[config.mk]
export PLATFORM = sky130hd
export DESIGN_NAME = afifo_rd_packer
export DESIGN_NICKNAME = d
export VERILOG_FILES = /design/src/rtl/afifo_pkg.sv /design/src/rtl/afifo_rd_flush_timer.sv /design/src/rtl/afifo_rd_packer.sv
export SDC_FILE = /design/constraint.sdc
export NUM_CORES = 1
export LEC_CHECK = 0
export BUFFER_PORTS_ARGS = -buffer_cell sky130_fd_sc_hd__buf_2
export CAP_MARGIN = 20
export CORE_UTILIZATION = 47
export CTS_BUF_LIST = sky130_fd_sc_hd__clkbuf_4
export DETAILED_ROUTE_END_ITERATION = 8
export PLACE_DENSITY = 0.68
export SYNTH_ARGS = -nofsm -noshare
export SYNTH_HDL_FRONTEND = slang
export SYNTH_SLANG_ARGS = --single-unit
export TNS_END_PERCENT = 30
[constraint.sdc]
create_clock -name rd_clk -period 2.5 [get_ports rd_clk]
set_clock_uncertainty 0.1 [all_clocks]
set_input_delay 0.25 -clock rd_clk [delete_from_list [all_inputs] [get_ports rd_clk]]
set_output_delay 0.25 -clock rd_clk [all_outputs]
set_load 0.05 [all_outputs]
[src/rtl/afifo_pkg.sv]
// Shared definitions for the async FIFO read-side packer: default sizes and
// small helpers for building the per-word keep mask and locating word lanes.
package afifo_pkg;

    localparam int DEF_BITWID  = 8;
    localparam int DEF_PACK    = 4;
    localparam int DEF_PACKWID = 2;
    localparam int DEF_TIMEOUT = 16;
    localparam int DEF_TOWID   = 5;

    // Mask with the low 'cnt' bits set; callers size-cast it to their lane count.
    function automatic logic [31:0] keep_from_cnt(input int unsigned cnt);
        logic [31:0] mask;
        mask = '0;
        for (int unsigned i = 0; i < 32; i++) begin
            if (i < cnt) begin
                mask[i] = 1'b1;
            end
        end
        return mask;
    endfunction

    // Bit offset of word lane 'idx' inside a packed beat of 'wid'-bit words.
    function automatic int unsigned lane_lo(input int unsigned idx, input int unsigned wid);
        return idx * wid;
    endfunction

endpackage

[src/rtl/afifo_rd_flush_timer.sv]
// Idle timer for partial beats: counts cycles in which a partial assembly is
// waiting on an empty FIFO, saturating at TIMEOUT so the flush request holds
// until the packer actually moves the beat out.
module afifo_rd_flush_timer #(
    parameter int TIMEOUT = 16,
    parameter int TOWID   = 5
) (
    input  logic clk,
    input  logic rst,
    input  logic clr,
    input  logic en,
    output logic timeout
);

    localparam logic [TOWID-1:0] LIMIT = TOWID'(TIMEOUT);

    logic [TOWID-1:0] idle_cnt;

    // Count idle cycles up to the limit; any progress (word accepted or beat moved) restarts it.
    always_ff @(posedge clk) begin
        if (rst || clr) begin
            idle_cnt <= '0;
        end else if (en && (idle_cnt != LIMIT)) begin
            idle_cnt <= idle_cnt + TOWID'(1);
        end
    end

    assign timeout = (idle_cnt == LIMIT);

endmodule

[src/rtl/afifo_rd_packer.sv]
// Read-side consumer of the async FIFO: pops words (1-cycle read latency),
// packs PACK of them into one wide beat on a valid/ready stream, and flushes
// partial beats on request or after an idle timeout.
module afifo_rd_packer
    import afifo_pkg::*;
#(
    parameter int BITWID  = DEF_BITWID,
    parameter int PACK    = DEF_PACK,
    parameter int PACKWID = DEF_PACKWID,
    parameter int TIMEOUT = DEF_TIMEOUT,
    parameter int TOWID   = DEF_TOWID
) (
    input  logic                   rd_clk,
    input  logic                   rd_rst,
    input  logic                   fifo_empty,
    output logic                   fifo_rd,
    input  logic [BITWID-1:0]      fifo_rd_dat,
    input  logic                   fifo_rd_dat_valid,
    input  logic                   flush,
    output logic                   out_valid,
    input  logic                   out_ready,
    output logic [PACK*BITWID-1:0] out_dat,
    output logic [PACK-1:0]        out_keep,
    output logic                   err_unexpected
);

    // One extra bit so the count can reach PACK and eff+inflight never wraps.
    localparam int CNTW = PACKWID + 1;

    logic [BITWID-1:0]      asm_q [PACK];
    logic [CNTW-1:0]        asm_cnt;
    logic [CNTW-1:0]        eff;
    logic                   inflight_q;
    logic                   flush_pend;
    logic                   post_rst_q;
    logic                   timeout;
    logic                   full;
    logic                   have;
    logic                   move;
    logic                   accept;
    logic [PACK-1:0]        keep_mask;
    logic [PACK*BITWID-1:0] beat_dat;

    assign full   = (asm_cnt == CNTW'(PACK));
    assign have   = (asm_cnt != '0);
    assign move   = (full || ((flush_pend || timeout) && have)) && (!out_valid || out_ready);
    assign eff    = move ? '0 : asm_cnt;
    assign accept = fifo_rd_dat_valid && inflight_q;

    // A read is issued only if the word it returns is guaranteed a free slot next cycle.
    assign fifo_rd = !rd_rst && !fifo_empty && ((eff + CNTW'(inflight_q)) < CNTW'(PACK));

    assign keep_mask = PACK'(keep_from_cnt(32'(asm_cnt)));

    // Build the outgoing beat from the filled lanes only; unfilled lanes read as zero.
    always_comb begin
        beat_dat = '0;
        for (int unsigned i = 0; i < PACK; i++) begin
            if (keep_mask[i]) begin
                beat_dat[lane_lo(i, BITWID) +: BITWID] = asm_q[i];
            end
        end
    end

    // Assembly, output register, read tracking, flush request and error flag.
    always_ff @(posedge rd_clk) begin
        if (rd_rst) begin
            for (int i = 0; i < PACK; i++) begin
                asm_q[i] <= '0;
            end
            asm_cnt        <= '0;
            inflight_q     <= 1'b0;
            flush_pend     <= 1'b0;
            post_rst_q     <= 1'b1;
            out_valid      <= 1'b0;
            out_dat        <= '0;
            out_keep       <= '0;
            err_unexpected <= 1'b0;
        end else begin
            post_rst_q <= 1'b0;
            inflight_q <= fifo_rd;

            if (accept) begin
                asm_q[eff[PACKWID-1:0]] <= fifo_rd_dat;
                asm_cnt                 <= eff + CNTW'(1);
            end else if (move) begin
                asm_cnt <= '0;
            end

            if (move) begin
                out_dat   <= beat_dat;
                out_keep  <= keep_mask;
                out_valid <= 1'b1;
            end else if (out_ready) begin
                out_valid <= 1'b0;
            end

            if (fifo_rd_dat_valid && !inflight_q && !post_rst_q) begin
                err_unexpected <= 1'b1;
            end

            if (move) begin
                flush_pend <= flush;
            end else if (!have && !inflight_q) begin
                flush_pend <= 1'b0;
            end else if (flush) begin
                flush_pend <= 1'b1;
            end
        end
    end

    afifo_rd_flush_timer #(
        .TIMEOUT (TIMEOUT),
        .TOWID   (TOWID)
    ) u_timer (
        .clk     (rd_clk),
        .rst     (rd_rst),
        .clr     (accept || move),
        .en      (have && !inflight_q && fifo_empty),
        .timeout (timeout)
    );

endmodule

==> qor.csv <==
metric,value,unit
global route overflow,0,
Mapped Nets,257,
htree depth,3,
Detailed Route WL,6010,um
Fin Hold WS,0.0215,ns
Leak,1.56,nW
max_cap viols,0,
CTS root buf,clkbuf_4,
largest net degree at the start of global routing,23,
Final min period,2.34,ns
Vert. Die Dim,82.4,um
number of global-route vias before repair,1779,
final design utilization,58.6,%
Arrival @ worst endpoint,1.99,ns
Syn Area/Cell,12.6,sq um
Hold Crit Start,flush,
Inst Count DP,363,
total global-route track usage,19.1,%
die width,82.4,um
DR DRC count,0,
Crit Path Max Fanout,7,
cts bufs inserted,9,
Tightest Pin Transition,0.838,ns
Worst Hold Class,in2reg,
#FFs+latches synth,81,
Core Area,0.00610,sq mm
top-count cell post-synth,dfxtp_1,
# clock sinks,81,
area grow syn2layout,17.4,%
Mapped Area,0.00304,sq mm
Initial DRC Count,81,
WL per Instance,15.7,um
first-pass GRT wire length,9160,um
"Slowest-stage cell, CP",dfxtp_1,
RSZ-0062 raised after global routing,false,
Post-CTS Setup Bufs,0,
f_max,428,MHz
layout cells sized above 1,27.4,%
pwr/cell area,683,mW/mm^2
initial core utilization,49.9,%
"Hold Vio Cnt, Final",0,
Clock Pin Slew Worst Setup and Hold Paths,0.12,ns
vias per inst,5.34,
post-synthesis sequential area ratio,63.8,%
post-synthesis cell type count,40,
CP required,2.15,ns
fillers,525,
row cnt,28,
Max clock buf depth,2,
RR Startpoint,u_timer.idle_cnt[0]$_SDFFE_PP0P_,
Critical Path End Type,output port,
TNS Setup,0,ns
antenna violations before repair,0,
post-synth top area share,32.3,%
dpl hpwl,4080,um
most area-consuming cells after synthesis,"dfxtp_1, edfxtp_1, a22o_1, and2_1, and3_1",
# port buffers,52,
TritonCTS clock tree,done,
ys async rst share,0,%
yosys warns,0,
iteration count of the initial detailed-routing pass,4,
status,"finished, final reports clean",
largest area contributor in the netlist,dfxtp_1,
"Slew Viols, Final",0,
Post-synth EDFFs,32,
Antenna Nets Post-Route,0,
critical path cell sequence,inv_1 -> ha_1 -> and4bb_4 -> o21ai_2 -> a211oi_1 -> clkbuf_4,
total power,2.44,mW
number of setup violations in the final report,0,
critical path's largest stage delay,0.36,ns
"Period Utilization, post-route",93.4,%
Max VDD drop,0.329,mV
Post-synth top flop,dfxtp_1,
Finished Layout Cells,382,
CP startpoint kind,register,
Post-Synthesis Cells,241,
Top-Level Pins,53,
Crit. Startpoint,u_timer.idle_cnt[0]$_SDFFE_PP0P_,
Worst slew margin,43.8,%
# diodes,0,
clk_lat worst skew,0.42,ns
die footprint,0.00680,sq mm
gp weighted congestion,0.811,
nets@finish,318,
routed via count,2041,
WS Path Type,reg2out,
Commonest cells post-synth,"dfxtp_1, a22o_1, edfxtp_1",
[flip-flops by register name, indices dropped and copies added (netlist names), 3 cells and up]
| register | flops |
|---|---|
| out_dat | 32 |
| out_keep | 4 |
| u_timer.idle_cnt | 5 |
| asm_q | 32 |
| asm_cnt | 3 |
[report_power, final]
part           total, mW  internal (mW)  switching [mW]
Combinational      0.158         0.0478           0.110
Sequential          1.43           1.41          0.0172
Clock              0.855          0.413           0.442
[metal layers]
layer | vias to the layer above | GRT usage [%] | part of all wire [%]
met3 | 11 | 4.29 | 4.0
met1 | 974 | 26.0 | 48
li1 | 1006 | - | -
met5 | - | 0 | 0
met4 | 0 | 10.9 | 1.9
met2 | 50 | 28.0 | 46
[logic make-up (layout without fill, tap and decap cells)]
logic type | after synthesis | in the layout | share of synthesized area [%]
AO/OA/AOI/OAI | 55 | 55 | 15.1
adder cells (fa/ha/maj) | 2 | 2 | 0.823
XOR/XNOR | 4 | 4 | 1.15
AND/OR/NAND/NOR | 78 | 78 | 14.8
buffers and inverters | 18 | 84 | 3.29
multiplexers | 3 | 3 | 1.03
flip-flops | 81 | 81 | 63.8
[repair_timing]
action,4_1_cts,5_1_grt
endpoints found under the setup margin,0,1
hold buffers,3,0
hold endpoints to repair,3,0
gates resized for setup,0,4
[placed cells by master, fill, tap and decap left out, types with 9 or more instances in the layout]
master / netlist / routed
and2_1: 26 / 26
edfxtp_1: 32 / 32
a22o_1: 32 / 32
clkbuf_4: 0 / 11
dfxtp_1: 49 / 48
and3_1: 9 / 9
nor2_1: 10 / 10
buf_2: 8 / 51
nor3_1: 11 / 11
[final timing paths]
path	slack, ns	depth (start not counted)	endpoint
worst min register to register	0.36	1	out_keep[1]$_SDFFE_PP0P_
worst max register to register	0.31	6	asm_q[2][6]$_SDFFCE_PN0P_
worst min-delay path	0.02	3	flush_pend$_SDFFE_PP0P_
worst max-delay path	0.16	6	fifo_rd
[final cells by class]
| cell class | count | area [sq um] | area share [%] |
|---|---|---|---|
| multi-input cells | 142 | 1000 | 28.1 |
| well taps | 75 | 93.8 | 2.63 |
| clock inverters | 6 | 82.6 | 2.31 |
| inverters | 5 | 18.8 | 0.526 |
| flip-flops and latches | 81 | 1940 | 54.4 |
| repair buffers | 63 | 353 | 9.88 |
| clock buffers | 10 | 75.1 | 2.10 |
[through the flow]
stage	setup WS (ns)	area (sq um)
after CTS	0.0545	3560
after global placement	0.292	3370
after detailed placement	0.209	3370
after floorplan	0.0197	3040
after global routing	0.00108	3570
final	0.165	3570
[worst max-delay path, delay by kind of cell (launching register included)]
family,cells,cell delay [ns]
compound gates,2,0.40
buf+inv,2,0.37
flops,1,0.36
simple gates,1,0.28
fa+ha+maj,1,0.16
Power figures use the tool's default switching activity.
